<file path="config.mk">
export PLATFORM = sky130hd
export DESIGN_NAME = hilo_muldiv
export DESIGN_NICKNAME = d
export VERILOG_FILES = /design/src/rtl/hilo_muldiv_pkg.sv /design/src/rtl/hilo_muldiv_iter_core.sv /design/src/rtl/hilo_muldiv.sv
export SDC_FILE = /design/constraint.sdc
export NUM_CORES = 1
export LEC_CHECK = 0
export CAP_MARGIN = 25
export CORE_MARGIN = 8
export CORE_UTILIZATION = 51
export CTS_CLUSTER_SIZE = 30
export DETAILED_ROUTE_END_ITERATION = 7
export MAX_ROUTING_LAYER = met4
export PLACE_DENSITY_LB_ADDON = 0.15
export SKIP_LAST_GASP = 1
export SLEW_MARGIN = 20
export SYNTH_ARGS = -nofsm -noshare
export SYNTH_HDL_FRONTEND = slang
export SYNTH_SLANG_ARGS = --single-unit
</file>
<file path="constraint.sdc">
create_clock -name clk -period 5.8 [get_ports clk]
set_input_delay 1.16 -clock clk [delete_from_list [all_inputs] [get_ports clk]]
set_output_delay 1.16 -clock clk [all_outputs]
set_load 0.02 [all_outputs]
</file>
<file path="src/rtl/hilo_muldiv_pkg.sv">
// Shared definitions for the HI/LO multiply/divide unit: op encodings, FSM states, counter sizing.
package hilo_pkg;

    localparam logic [1:0] OP_MULT  = 2'b00;
    localparam logic [1:0] OP_MULTU = 2'b01;
    localparam logic [1:0] OP_DIV   = 2'b10;
    localparam logic [1:0] OP_DIVU  = 2'b11;

    typedef enum logic [1:0] {
        IDLE = 2'd0,
        CALC = 2'd1,
        FIX  = 2'd2
    } state_t;

    function automatic int clog2(input int v);
        int r;
        r = 0;
        for (int i = 0; i < 31; i++) begin
            if ((1 << i) < v) r = i + 1;
        end
        return r;
    endfunction

endpackage

</file>
<file path="src/rtl/hilo_muldiv_iter_core.sv">
// Iterative magnitude datapath: radix-2 shift-add multiply and restoring divide, one bit per step.
// Operands are latched as magnitudes; sign bits are handed back to the caller for the final fix-up.
module muldiv_iter_core
    import hilo_pkg::*;
#(
    parameter int WIDTH = 32
)
(
    input  logic             clk,
    input  logic             clr,
    input  logic             i_load,
    input  logic             i_step,
    input  logic [1:0]       i_op,
    input  logic [WIDTH-1:0] i_a,
    input  logic [WIDTH-1:0] i_b,
    output logic [WIDTH-1:0] o_hi,
    output logic [WIDTH-1:0] o_lo,
    output logic             o_is_div,
    output logic             o_neg_lo,
    output logic             o_neg_hi,
    output logic             o_dz,
    output logic             o_last
);

    localparam int CW = clog2(WIDTH);

    logic [WIDTH-1:0] r_hi, r_lo, r_b;
    logic [CW-1:0]    r_cnt;
    logic             r_is_div, r_neg_lo, r_neg_hi, r_dz;

    logic             w_signed, w_div, w_ge, w_last;
    logic [WIDTH-1:0] w_a_mag, w_b_mag, w_rem_sub;
    logic [WIDTH:0]   w_madd, w_rem_sh;

    assign w_signed = (i_op == OP_MULT) || (i_op == OP_DIV);
    assign w_div    = (i_op == OP_DIV)  || (i_op == OP_DIVU);
    assign w_a_mag  = (w_signed && i_a[WIDTH-1]) ? -i_a : i_a;
    assign w_b_mag  = (w_signed && i_b[WIDTH-1]) ? -i_b : i_b;

    // Multiply: r_lo holds the shrinking multiplier, product grows in {r_hi, r_lo}.
    assign w_madd    = {1'b0, r_hi} + (r_lo[0] ? {1'b0, r_b} : {(WIDTH+1){1'b0}});
    // Divide: r_hi is the partial remainder, quotient bits shift into r_lo behind the dividend.
    assign w_rem_sh  = {r_hi, r_lo[WIDTH-1]};
    assign w_ge      = w_rem_sh >= {1'b0, r_b};
    assign w_rem_sub = w_rem_sh[WIDTH-1:0] - r_b;
    assign w_last    = (r_cnt == CW'(WIDTH - 1));

    always_ff @(posedge clk or posedge clr) begin
        if (clr) begin
            r_hi     <= '0;
            r_lo     <= '0;
            r_b      <= '0;
            r_cnt    <= '0;
            r_is_div <= 1'b0;
            r_neg_lo <= 1'b0;
            r_neg_hi <= 1'b0;
            r_dz     <= 1'b0;
        end else if (i_load) begin
            r_hi     <= '0;
            r_lo     <= w_a_mag;
            r_b      <= w_b_mag;
            r_cnt    <= '0;
            r_is_div <= w_div;
            r_neg_lo <= w_signed && (i_a[WIDTH-1] ^ i_b[WIDTH-1]);
            r_neg_hi <= w_signed && i_a[WIDTH-1];
            r_dz     <= w_div && (i_b == '0);
        end else if (i_step) begin
            r_cnt <= w_last ? '0 : r_cnt + 1'b1;
            if (r_is_div) begin
                r_hi <= w_ge ? w_rem_sub : w_rem_sh[WIDTH-1:0];
                r_lo <= {r_lo[WIDTH-2:0], w_ge};
            end else begin
                r_hi <= w_madd[WIDTH:1];
                r_lo <= {w_madd[0], r_lo[WIDTH-1:1]};
            end
        end
    end

    assign o_hi     = r_hi;
    assign o_lo     = r_lo;
    assign o_is_div = r_is_div;
    assign o_neg_lo = r_neg_lo;
    assign o_neg_hi = r_neg_hi;
    assign o_dz     = r_dz;
    assign o_last   = w_last;

endmodule

</file>
<file path="src/rtl/hilo_muldiv.sv">
// HI/LO register pair with iterative MULT/MULTU/DIV/DIVU; result WIDTH+1 edges after start, done pulses after.
// Optional HILO_ACCUM_EN adds an acc input turning multiplies into accumulate-into-{HI,LO}.
module hilo_muldiv
    import hilo_pkg::*;
#(
    parameter int WIDTH = 32
)
(
    input  logic             clk,
    input  logic             clr,
    input  logic             start,
    input  logic [1:0]       op,
    input  logic [WIDTH-1:0] a,
    input  logic [WIDTH-1:0] b,
    input  logic             WE_HI,
    input  logic             WE_LO,
    input  logic [WIDTH-1:0] HI_in,
    input  logic [WIDTH-1:0] LO_in,
`ifdef HILO_ACCUM_EN
    input  logic             acc,
`endif
    output logic [WIDTH-1:0] HI_out,
    output logic [WIDTH-1:0] LO_out,
    output logic             busy,
    output logic             done,
    output logic             div_by_zero
);

    state_t r_state, w_next;
    logic   w_load, w_step, w_fix, w_idle;

    logic [WIDTH-1:0]   w_core_hi, w_core_lo, w_quo, w_rem;
    logic               w_is_div, w_neg_lo, w_neg_hi, w_dz, w_last;
    logic [2*WIDTH-1:0] w_prod, w_mres;

    logic [WIDTH-1:0] r_hi, r_lo;
    logic             r_done, r_dz;

    muldiv_iter_core #(.WIDTH(WIDTH)) u_core (
        .clk      (clk),
        .clr      (clr),
        .i_load   (w_load),
        .i_step   (w_step),
        .i_op     (op),
        .i_a      (a),
        .i_b      (b),
        .o_hi     (w_core_hi),
        .o_lo     (w_core_lo),
        .o_is_div (w_is_div),
        .o_neg_lo (w_neg_lo),
        .o_neg_hi (w_neg_hi),
        .o_dz     (w_dz),
        .o_last   (w_last)
    );

    always_ff @(posedge clk or posedge clr) begin
        if (clr) r_state <= IDLE;
        else     r_state <= w_next;
    end

    always_comb begin
        w_next = r_state;
        case (r_state)
            IDLE:    if (start)  w_next = CALC;
            CALC:    if (w_last) w_next = FIX;
            FIX:                 w_next = IDLE;
            default:             w_next = IDLE;
        endcase
    end

    always_comb begin
        w_idle = 1'b0;
        w_load = 1'b0;
        w_step = 1'b0;
        w_fix  = 1'b0;
        case (r_state)
            IDLE: begin
                w_idle = 1'b1;
                w_load = start;
            end
            CALC:    w_step = 1'b1;
            FIX:     w_fix  = 1'b1;
            default: w_idle = 1'b1;
        endcase
    end

    // Sign fix-up: products negate as one 2*WIDTH value; remainder takes the dividend's sign.
    assign w_prod = w_neg_lo ? -{w_core_hi, w_core_lo} : {w_core_hi, w_core_lo};
    assign w_quo  = w_dz ? '1 : (w_neg_lo ? -w_core_lo : w_core_lo);
    assign w_rem  = w_neg_hi ? -w_core_hi : w_core_hi;

`ifdef HILO_ACCUM_EN
    logic r_acc;
    always_ff @(posedge clk or posedge clr) begin
        if (clr)         r_acc <= 1'b0;
        else if (w_load) r_acc <= acc;
    end
    assign w_mres = r_acc ? ({r_hi, r_lo} + w_prod) : w_prod;
`else
    assign w_mres = w_prod;
`endif

    always_ff @(posedge clk or posedge clr) begin
        if (clr) begin
            r_hi <= '0;
            r_lo <= '0;
        end else if (w_fix) begin
            if (w_is_div) begin
                r_hi <= w_rem;
                r_lo <= w_quo;
            end else begin
                {r_hi, r_lo} <= w_mres;
            end
        end else if (w_idle) begin
            if (WE_HI) r_hi <= HI_in;
            if (WE_LO) r_lo <= LO_in;
        end
    end

    always_ff @(posedge clk or posedge clr) begin
        if (clr) begin
            r_done <= 1'b0;
            r_dz   <= 1'b0;
        end else begin
            r_done <= w_fix;
            r_dz   <= w_fix && w_dz;
        end
    end

    assign busy        = (r_state != IDLE);
    assign done        = r_done;
    assign div_by_zero = r_dz;
    assign HI_out      = r_hi;
    assign LO_out      = r_lo;

endmodule
</file>
==> summary.txt, run 1 <==
status - finished clean
synth warn - 0
Inst Count DP - 2,293
worst vdd ir - 276 uV
post-layout min period - 4120 ps
setup slack after layout - 1680 ps
hold bufs inserted after CTS - 0
clk root buf - clkbuf_16
fin. max-slew vios - 0
first drt pass iteration count - 5
Rows - 61
Routed WL - 45.0 mm
CTS Buffer Depth - 2
Worst-Margin Slew - 1000 ps
mux cell area share after synthesis - 0.0313
initial antenna violation count - 2
mapped cell area - 14,200 um2
Pleak - 7.16 nW
Initial DRC Count - 1,201
Slew headroom - 0.329
RD Place Congestion - 0.971
Synth Instances - 1,801
H-tree Lvls - 4
vias post-DR - 13,908
Hold/Removal Path Class - flop to flop
Final Hold Viols - 0
largest net degree at the start of global routing - 174
Port Buffers - 201
GRT Resource Usage Total - 0.270
internal power - 5.64 mW
Compound-Gate Fraction of Synth Area - 0.253
max-cap violations - 0
clock latency on the worst-skew pair - 450 ps
RSZ-0062 raised after global routing - false
dpl hpwl - 33.8 mm
period utilization - 0.710
Die H - 183 um
Switching Share - 0.508
worst hold slack - 480 ps
Comb pwr share - 0.659
post-CTS sizing - 0
main combinational cell family by area after synthesis - compound AO/OA/AOI/OAI gates
part of the power in registers - 0.237
Worst EP arrival - 4460 ps
xor/xnor cell area share of the yosys netlist - 0.106
Net Switching - 5.84 mW
total congestion overflow - 0
adder-cell area share of the yosys netlist - 0.0643
Clk pwr share - 0.104
TritonCTS clock tree - done
drt drc - 0
Critical Path Source Type - flop
vias in the first global route - 13,058
Die Span X - 183 um
first-pass GRT wire length - 71.3 mm
critical path capture point type - flop
layout cells sized above 1 - 0.0426
syn nets - 2,008
vias per cell - 5.97
die area - 33,500 um2
area grow syn2layout - 20.2%
nets - 2,143
TritonCTS buffer count - 17
FMAX - 243 MHz
sequential fraction of the synthesis area - 0.304
Post-Route Skew - 17.2 ps
pre-CTS setup slack - 1800 ps
Routed Antenna Nets - 0
final setup vio count - 0
Core ar. - 27,600 um2
Mapped Avg Cell Area - 7.91 um2
number of setup buffers added after CTS - 0
setup_tns - 0 ps
Routed WL per cell - 19.3 um
area share of and/or/nand/nor cells after synthesis - 0.195
post-synthesis cell type count - 84
Clock Sinks - 173
Post-synth top flop - dfrtp_1
Async S/R FF share, synth - 1.00
Initial Util - 0.516
Worst EP required - 6140 ps
power per standard cell area - 670 nW/um2
#FFs+latches synth - 173
Top Ports - 202
flop-to-flop setup slack - 1680 ps
Post-Layout Cell Count - 2,328
EDFF count, synth - 0
CTS clk-pin slew, worst paths - 70 ps
Max Fanout on Critical Path - 22
critical path class - flop to flop
-- registers in the layout, indices dropped and copies added, names as in the netlist --
register	cells
HI_out	32
u_core.o_hi	32
div_by_zero	1
u_core.o_neg_lo	1
u_core.o_dz	1
LO_out	32
r_state	2
u_core.r_cnt	5
u_core.o_neg_hi	1
u_core.o_is_div	1
done	1
u_core.r_b	32
u_core.o_lo	32
-- stage by stage --
stage | cell area (um2) | utilization | total power, mW
floorplan | 14300 | - | 7.89
global placement | 16500 | 0.597 | 10.0
detailed placement | 16500 | 0.598 | 10.1
CTS | 17100 | 0.619 | 11.3
global route | 17100 | 0.620 | 12.4
finish | 17100 | 0.620 | 11.5
-- synth_stat cells, types with 38 or more instances --
master,n,area (um2)
o21ai_1,66,330
inv_1,69,259
xor2_1,78,683
ha_1,70,876
nand3_1,39,195
o211ai_1,41,308
nor3_1,39,195
xnor2_1,95,832
o22ai_1,38,238
clkbuf_1,94,353
nand2_1,234,878
dfrtp_1,173,4330
o21ai_0,152,761
nor2_1,121,454
mux2i_1,39,390
a21oi_1,124,621
-- placed cells by master, fill, tap and decap left out, drive strengths merged, types with 10 or more instances in the layout --
cell type	instances
clkbuf	21
ha	70
a31oi	22
nor2b	15
o21ai	218
inv	71
buf	18
a22oi	11
nor2	122
o211ai	41
o41ai	11
and2	10
xnor2	95
o22ai	38
xor2	78
nand4	14
and3	27
a21oi	124
a21o	23
nor3	40
mux2i	39
clkdlybuf4s50	201
nor4	19
nand2b	21
nand3	40
nand2	236
dfrtp	173
o31ai	31
-- worst paths after layout --
check,from,to,cells past startpoint
worst max-delay path,u_core.o_lo[0],u_core.o_hi[30],12
worst min register to register,LO_out[5],LO_out[5],2
max in group asynchronous,clr,u_core.o_is_div,3
min in group asynchronous,clr,HI_out[23],3
worst min-delay path,LO_out[5],LO_out[5],2
worst max register to register,u_core.o_lo[0],u_core.o_hi[30],12
-- kinds of logic (layout without fill, tap and decap cells) --
| family | after synthesis | in the layout |
|---|---|---|
| DFF | 173 | 173 |
| AOI/OAI and AO/OA | 586 | 586 |
| and+or+nand+nor | 580 | 580 |
| adders and majority gates | 72 | 72 |
| other | 0 | 1 |
| muxes | 44 | 44 |
| xor gates and xnor gates | 173 | 173 |
| buffers and inverters | 173 | 321 |
-- layer usage --
metal / global-route usage / routed length, um / part of all wire / vias up
li1: - / - / - / 6750
met1: 0.397 / 21800 / 0.48 / 6531
met2: 0.380 / 18800 / 0.42 / 561
met3: 0.0429 / 3650 / 0.081 / 66
met4: 0.0677 / 804 / 0.018 / 0
met5: - / 0 / 0 / -
-- cell type report --
| cell class | count | area, um2 |
|---|---|---|
| Tap cell | 378 | 473 |
| Fill cell | 2521 | 10500 |
| Clock buffer | 21 | 460 |
| Antenna cell | 1 | 2.50 |
| Multi-Input combinational cell | 1455 | 9300 |
| Timing Repair Buffer | 219 | 2170 |
| Inverter | 70 | 267 |
| Clock inverter | 11 | 133 |
| Sequential cell | 173 | 4330 |
-- power by group through the flow --
stage	registers, mW	logic, mW	clock network, mW
after floorplan	2.54	5.35	0
after global placement	2.68	7.35	0
after detailed placement	2.70	7.42	0
after CTS	2.68	7.47	1.20
after global routing	2.80	8.33	1.25
final	2.72	7.57	1.19
-- critical path, cell delays in order, from the launching register on --
cell      delay, ps
dfrtp_1         510
inv_1           610
nor2_1          110
ha_1            380
a21oi_1         270
o211ai_1        200
a21oi_1         340
a21oi_1         220
a31oi_1         340
o21ai_1         170
a211oi_1        250
mux2_2          360
o31ai_1         240
No activity file was read; power rests on OpenSTA's default activity.
==> run 2: changes to the inputs <==
Settings changed: CORE_UTILIZATION 51 to 57.
Clock period 5.8 ns to 4 ns, I/O delays scaled along.
==> summary.txt, run 2 (synthesis gave the netlist of run 1 again) <==
Port Buffers - 201
final setup vio count - 0
hold bufs inserted after CTS - 0
first-pass GRT wire length - 74.3 mm
Pleak - 7.34 nW
Rows - 58
dpl hpwl - 35.2 mm
post-CTS sizing - 0
Clock Sinks - 173
CTS Buffer Depth - 2
pre-CTS setup slack - 362 ps
Core ar. - 24,900 um2
vias post-DR - 14,275
total congestion overflow - 0
part of the power in registers - 0.220
Max Fanout on Critical Path - 14
status - finished clean
area grow syn2layout - 21.7%
first drt pass iteration count - 6
H-tree Lvls - 4
setup_tns - 0 ps
Comb pwr share - 0.677
Switching Share - 0.508
critical path capture point type - flop
launching point of the worst reg2reg path - u_core.r_b[1]
commonest non-fill, non-tap cells in the layout - nand2_1, clkdlybuf4s50_1, dfrtp_1, o21ai_0, a21oi_1
max-cap violations - 0
number of setup buffers added after CTS - 0
Final Hold Viols - 0
drt drc - 0
RD Place Congestion - 0.976
TritonCTS clock tree - done
Post-DP Area - 16,700 um2
Die H - 174 um
Die Span X - 174 um
GRT Resource Usage Total - 0.307
Initial DRC Count - 1,594
Post-Layout Cell Count - 2,314
FMAX - 275 MHz
setup slack after layout - 364 ps
min-delay src - u_core.r_b[18]
worst r2r path cells - 12
internal power - 8.39 mW
clk root buf - clkbuf_16
Worst EP required - 4360 ps
fin. max-slew vios - 0
initial antenna violation count - 0
Critical Path Source Type - flop
Initial Util - 0.572
post-layout min period - 3640 ps
CTS clk-pin slew, worst paths - 70 ps
power per standard cell area - 983 nW/um2
RSZ-0062 raised after global routing - false
Worst EP arrival - 4000 ps
worst vdd ir - 412 uV
layout cells sized above 1 - 0.0600
Power Total - 17.1 mW
Routed WL - 46.1 mm
Inst Count DP - 2,282
TritonCTS buffer count - 17
vias in the first global route - 13,895
vias per cell - 6.17
die area - 30,300 um2
largest net degree at the start of global routing - 129
Worst-Margin Slew - 993 ps
clock latency on the worst-skew pair - 430 ps
Slew headroom - 0.336
WHS Path Cells - 2
nets - 2,178
Hold/Removal Path Class - flop to flop
Fillers - 2,108
Net Switching - 8.66 mW
CP startpoint - u_core.r_b[1]
Top Ports - 202
commonest non-fill, non-tap cell in the layout - nand2_1
multi-input logic area - 9300 um2
Post-Route Skew - 13.2 ps
period utilization - 0.909
Clk pwr share - 0.103
register area - 4330 um2
Routed WL per cell - 19.9 um
critical path class - flop to flop
Routed Antenna Nets - 0
Finished Cell Area - 17,300 um2
-- run 2: layout make-up --
class,count,area share
Timing Repair Buffer,254,0.140
Clock buffer,17,0.0245
Clock inverter,14,0.0100
Multi-Input combinational cell,1455,0.536
Sequential cell,173,0.250
Antenna cell,1,0.000144
Tap cell,330,0.0238
Inverter,70,0.0154
-- run 2: worst paths after layout --
path | endpoint | slack, ps
worst max-delay path | u_core.o_hi[1] | 360
worst min-delay path | u_core.r_b[18] | 480
worst max register to register | u_core.o_hi[1] | 360
worst min register to register | u_core.r_b[18] | 480
max in group asynchronous | u_core.o_is_div | 2450
min in group asynchronous | LO_out[29] | 910
-- run 2: metrics by stage --
stage	hold WS, ps	util
global placement	460	0.673
detailed placement	471	0.673
finish	483	0.697
global route	501	0.697
CTS	486	0.697
floorplan	450	-
-- run 2: power by group through the flow --
stage	logic [mW]	registers, mW	clock network (mW)
after CTS	11.4	3.70	1.77
after global placement	11.1	3.68	0
after floorplan	7.76	3.69	0
after global routing	12.6	3.86	1.85
final	11.5	3.75	1.76
after detailed placement	11.3	3.73	0
-- run 2: critical path: stages (launching register included) --
cell and delay [ps]:
dfrtp_1 420, inv_1 100, ha_1 310, nor2b_1 150, o2111ai_1 310, a211oi_1 210, or2_1 310, o21bai_1 550
o21ba_2 440, buf_4 250, nand2_1 70, a311oi_1 290, a31o_1 150
-- run 2: per-layer routing --
| layer | wire, um | track usage | share of wire | vias up |
|---|---|---|---|---|
| met5 | 0 | - | 0 | - |
| met4 | 676 | 0.0677 | 0.015 | 0 |
| met3 | 3980 | 0.0610 | 0.086 | 51 |
| met2 | 19900 | 0.450 | 0.43 | 592 |
| met1 | 21600 | 0.433 | 0.47 | 6797 |
| li1 | - | - | - | 6835 |
==> run 3: changes to the inputs <==
Settings changed: CELL_PAD_IN_SITES_DETAIL_PLACEMENT set to 1, CELL_PAD_IN_SITES_GLOBAL_PLACEMENT set to 1, CORE_UTILIZATION 57 to 42.
==> summary.txt, run 3 (synthesis gave the netlist of run 1 again) <==
GRT Resource Usage Total - 0.263
H-tree Lvls - 4
TritonCTS buffer count - 17
Post-DP Area - 17,000 um2
total congestion overflow - 0
Worst EP arrival - 3950 ps
period utilization - 0.900
status - finished clean
vias per cell - 5.88
Rows - 67
Critical Path Source Type - flop
Routed WL - 52.5 mm
crit-path cells - inv_1 > ha_1 > inv_1 > fa_1 > a21o_1 > a221oi_2 > o221ai_2 > a2111oi_4 > buf_4 > nor4_1 > nor3_1 > xor2_1 > o211a_1 > o31ai_1
Initial DRC Count - 882
part of the power in registers - 0.217
Clk pwr share - 0.098
Hold/Removal Path Class - flop to flop
Fillers - 4,051
critical path class - flop to flop
Worst-Margin Slew - 985 ps
CP most frequent cell - inv_1
first drt pass iteration count - 5
CP startpoint - u_core.o_lo[31]
min-delay src - LO_out[21]
RD Place Congestion - 0.938
drt drc - 0
Worst EP required - 4350 ps
clock latency on the worst-skew pair - 450 ps
Die Span X - 200 um
critical path capture point type - flop
vias post-DR - 14,361
Core ar. - 33,400 um2
internal power - 8.48 mW
CTS clk-pin slew, worst paths - 70 ps
Post-Route Skew - 13.0 ps
Final Hold Viols - 0
area grow syn2layout - 23.3%
pre-CTS setup slack - 294 ps
TritonCTS clock tree - done
Critical-path top delay cell - a2111oi_4
Routed Antenna Nets - 0
Max Fanout on Critical Path - 6
Die H - 200 um
Comb pwr share - 0.685
Initial Util - 0.426
Power Total - 17.4 mW
max-cap violations - 0
worst hold slack - 481 ps
number of setup buffers added after CTS - 0
first-pass GRT wire length - 83.7 mm
Net Switching - 8.87 mW
FMAX - 278 MHz
Routed WL per cell - 21.5 um
Slew headroom - 0.342
nets - 2,190
die area - 40,100 um2
post-layout min period - 3600 ps
fin. max-slew vios - 0
Pleak - 7.39 nW
largest net degree at the start of global routing - 76
vias in the first global route - 14,783
crit-path max cell delay - 420 ps
clk root buf - clkbuf_16
commonest non-fill, non-tap cells in the layout - nand2_1, clkdlybuf4s50_1, dfrtp_1, o21ai_0, a21oi_1
worst vdd ir - 407 uV
commonest non-fill, non-tap cell in the layout - nand2_1
Switching Share - 0.511
dpl hpwl - 40.6 mm
RSZ-0062 raised after global routing - false
Finished Cell Area - 17,600 um2
setup slack after layout - 401 ps
Port Buffers - 201
CTS Buffer Depth - 2
Top Ports - 202
diodes inserted - 0
power per standard cell area - 987 nW/um2
setup_tns - 0 ps
Clock Sinks - 173
launching point of the worst reg2reg path - u_core.o_lo[31]
final setup vio count - 0
layout cells sized above 1 - 0.0647
post-CTS sizing - 0
initial antenna violation count - 0
hold bufs inserted after CTS - 0
run 3: cell count changes in the layout (fill, tap and decap cells not counted), sizes merged:
cell    delta
buf       +12
clkinv     +3
clkbuf     +2
diode      -1
inv        -5
run 3: cell type report:
cell class	count	area (um2)	area share
multi-input cells	1455	9300	0.529
flip-flops and latches	173	4330	0.247
repair buffers	266	2550	0.145
well taps	448	561	0.0319
clock buffers	19	433	0.0246
inverters	70	267	0.0152
clock inverters	12	138	0.00783
run 3: critical path: cells and delay by family (launching register included):
| kind | cells | cell delay (ps) |
|---|---|---|
| simple gates | 2 | 380 |
| flops | 1 | 390 |
| buf+inv | 3 | 380 |
| fa+ha+maj | 2 | 570 |
| compound gates | 6 | 1670 |
| xor+xnor | 1 | 100 |
run 3: metal layers:
metal  part of all wire  up-vias  global-route usage
met5                  0        -                   -
met3              0.055       53              0.0428
met1               0.48     7051               0.363
met2               0.44      397               0.399
li1                   -     6860                   -
met4              0.015        0              0.0625
run 3: final timing paths:
check | endpoint | slack (ps) | cells past startpoint
setup / recovery | u_core.o_hi[30] | 400 | 14
hold / removal | LO_out[21] | 480 | 2
setup reg to reg | u_core.o_hi[30] | 400 | 14
hold reg to reg | LO_out[21] | 480 | 2
max in group asynchronous | u_core.o_is_div | 2330 | 3
min in group asynchronous | LO_out[23] | 870 | 2
run 3: stage by stage:
stage | std cells | util
2_1_floorplan | 1801 | -
5_1_grt | 2443 | 0.525
6_report | 2443 | 0.525
4_1_cts | 2443 | 0.525
3_3_place_gp | 2412 | 0.508
3_5_place_dp | 2412 | 0.508
run 3: power by group through the flow:
stage                     Clock (mW)  Sequential (mW)  Combinational (mW)
after floorplan                    0             3.69                7.76
after global placement             0             3.70                11.4
after detailed placement           0             3.76                11.7
after CTS                       1.73             3.73                11.8
after global routing            1.80             3.87                13.0
final                           1.71             3.76                11.9
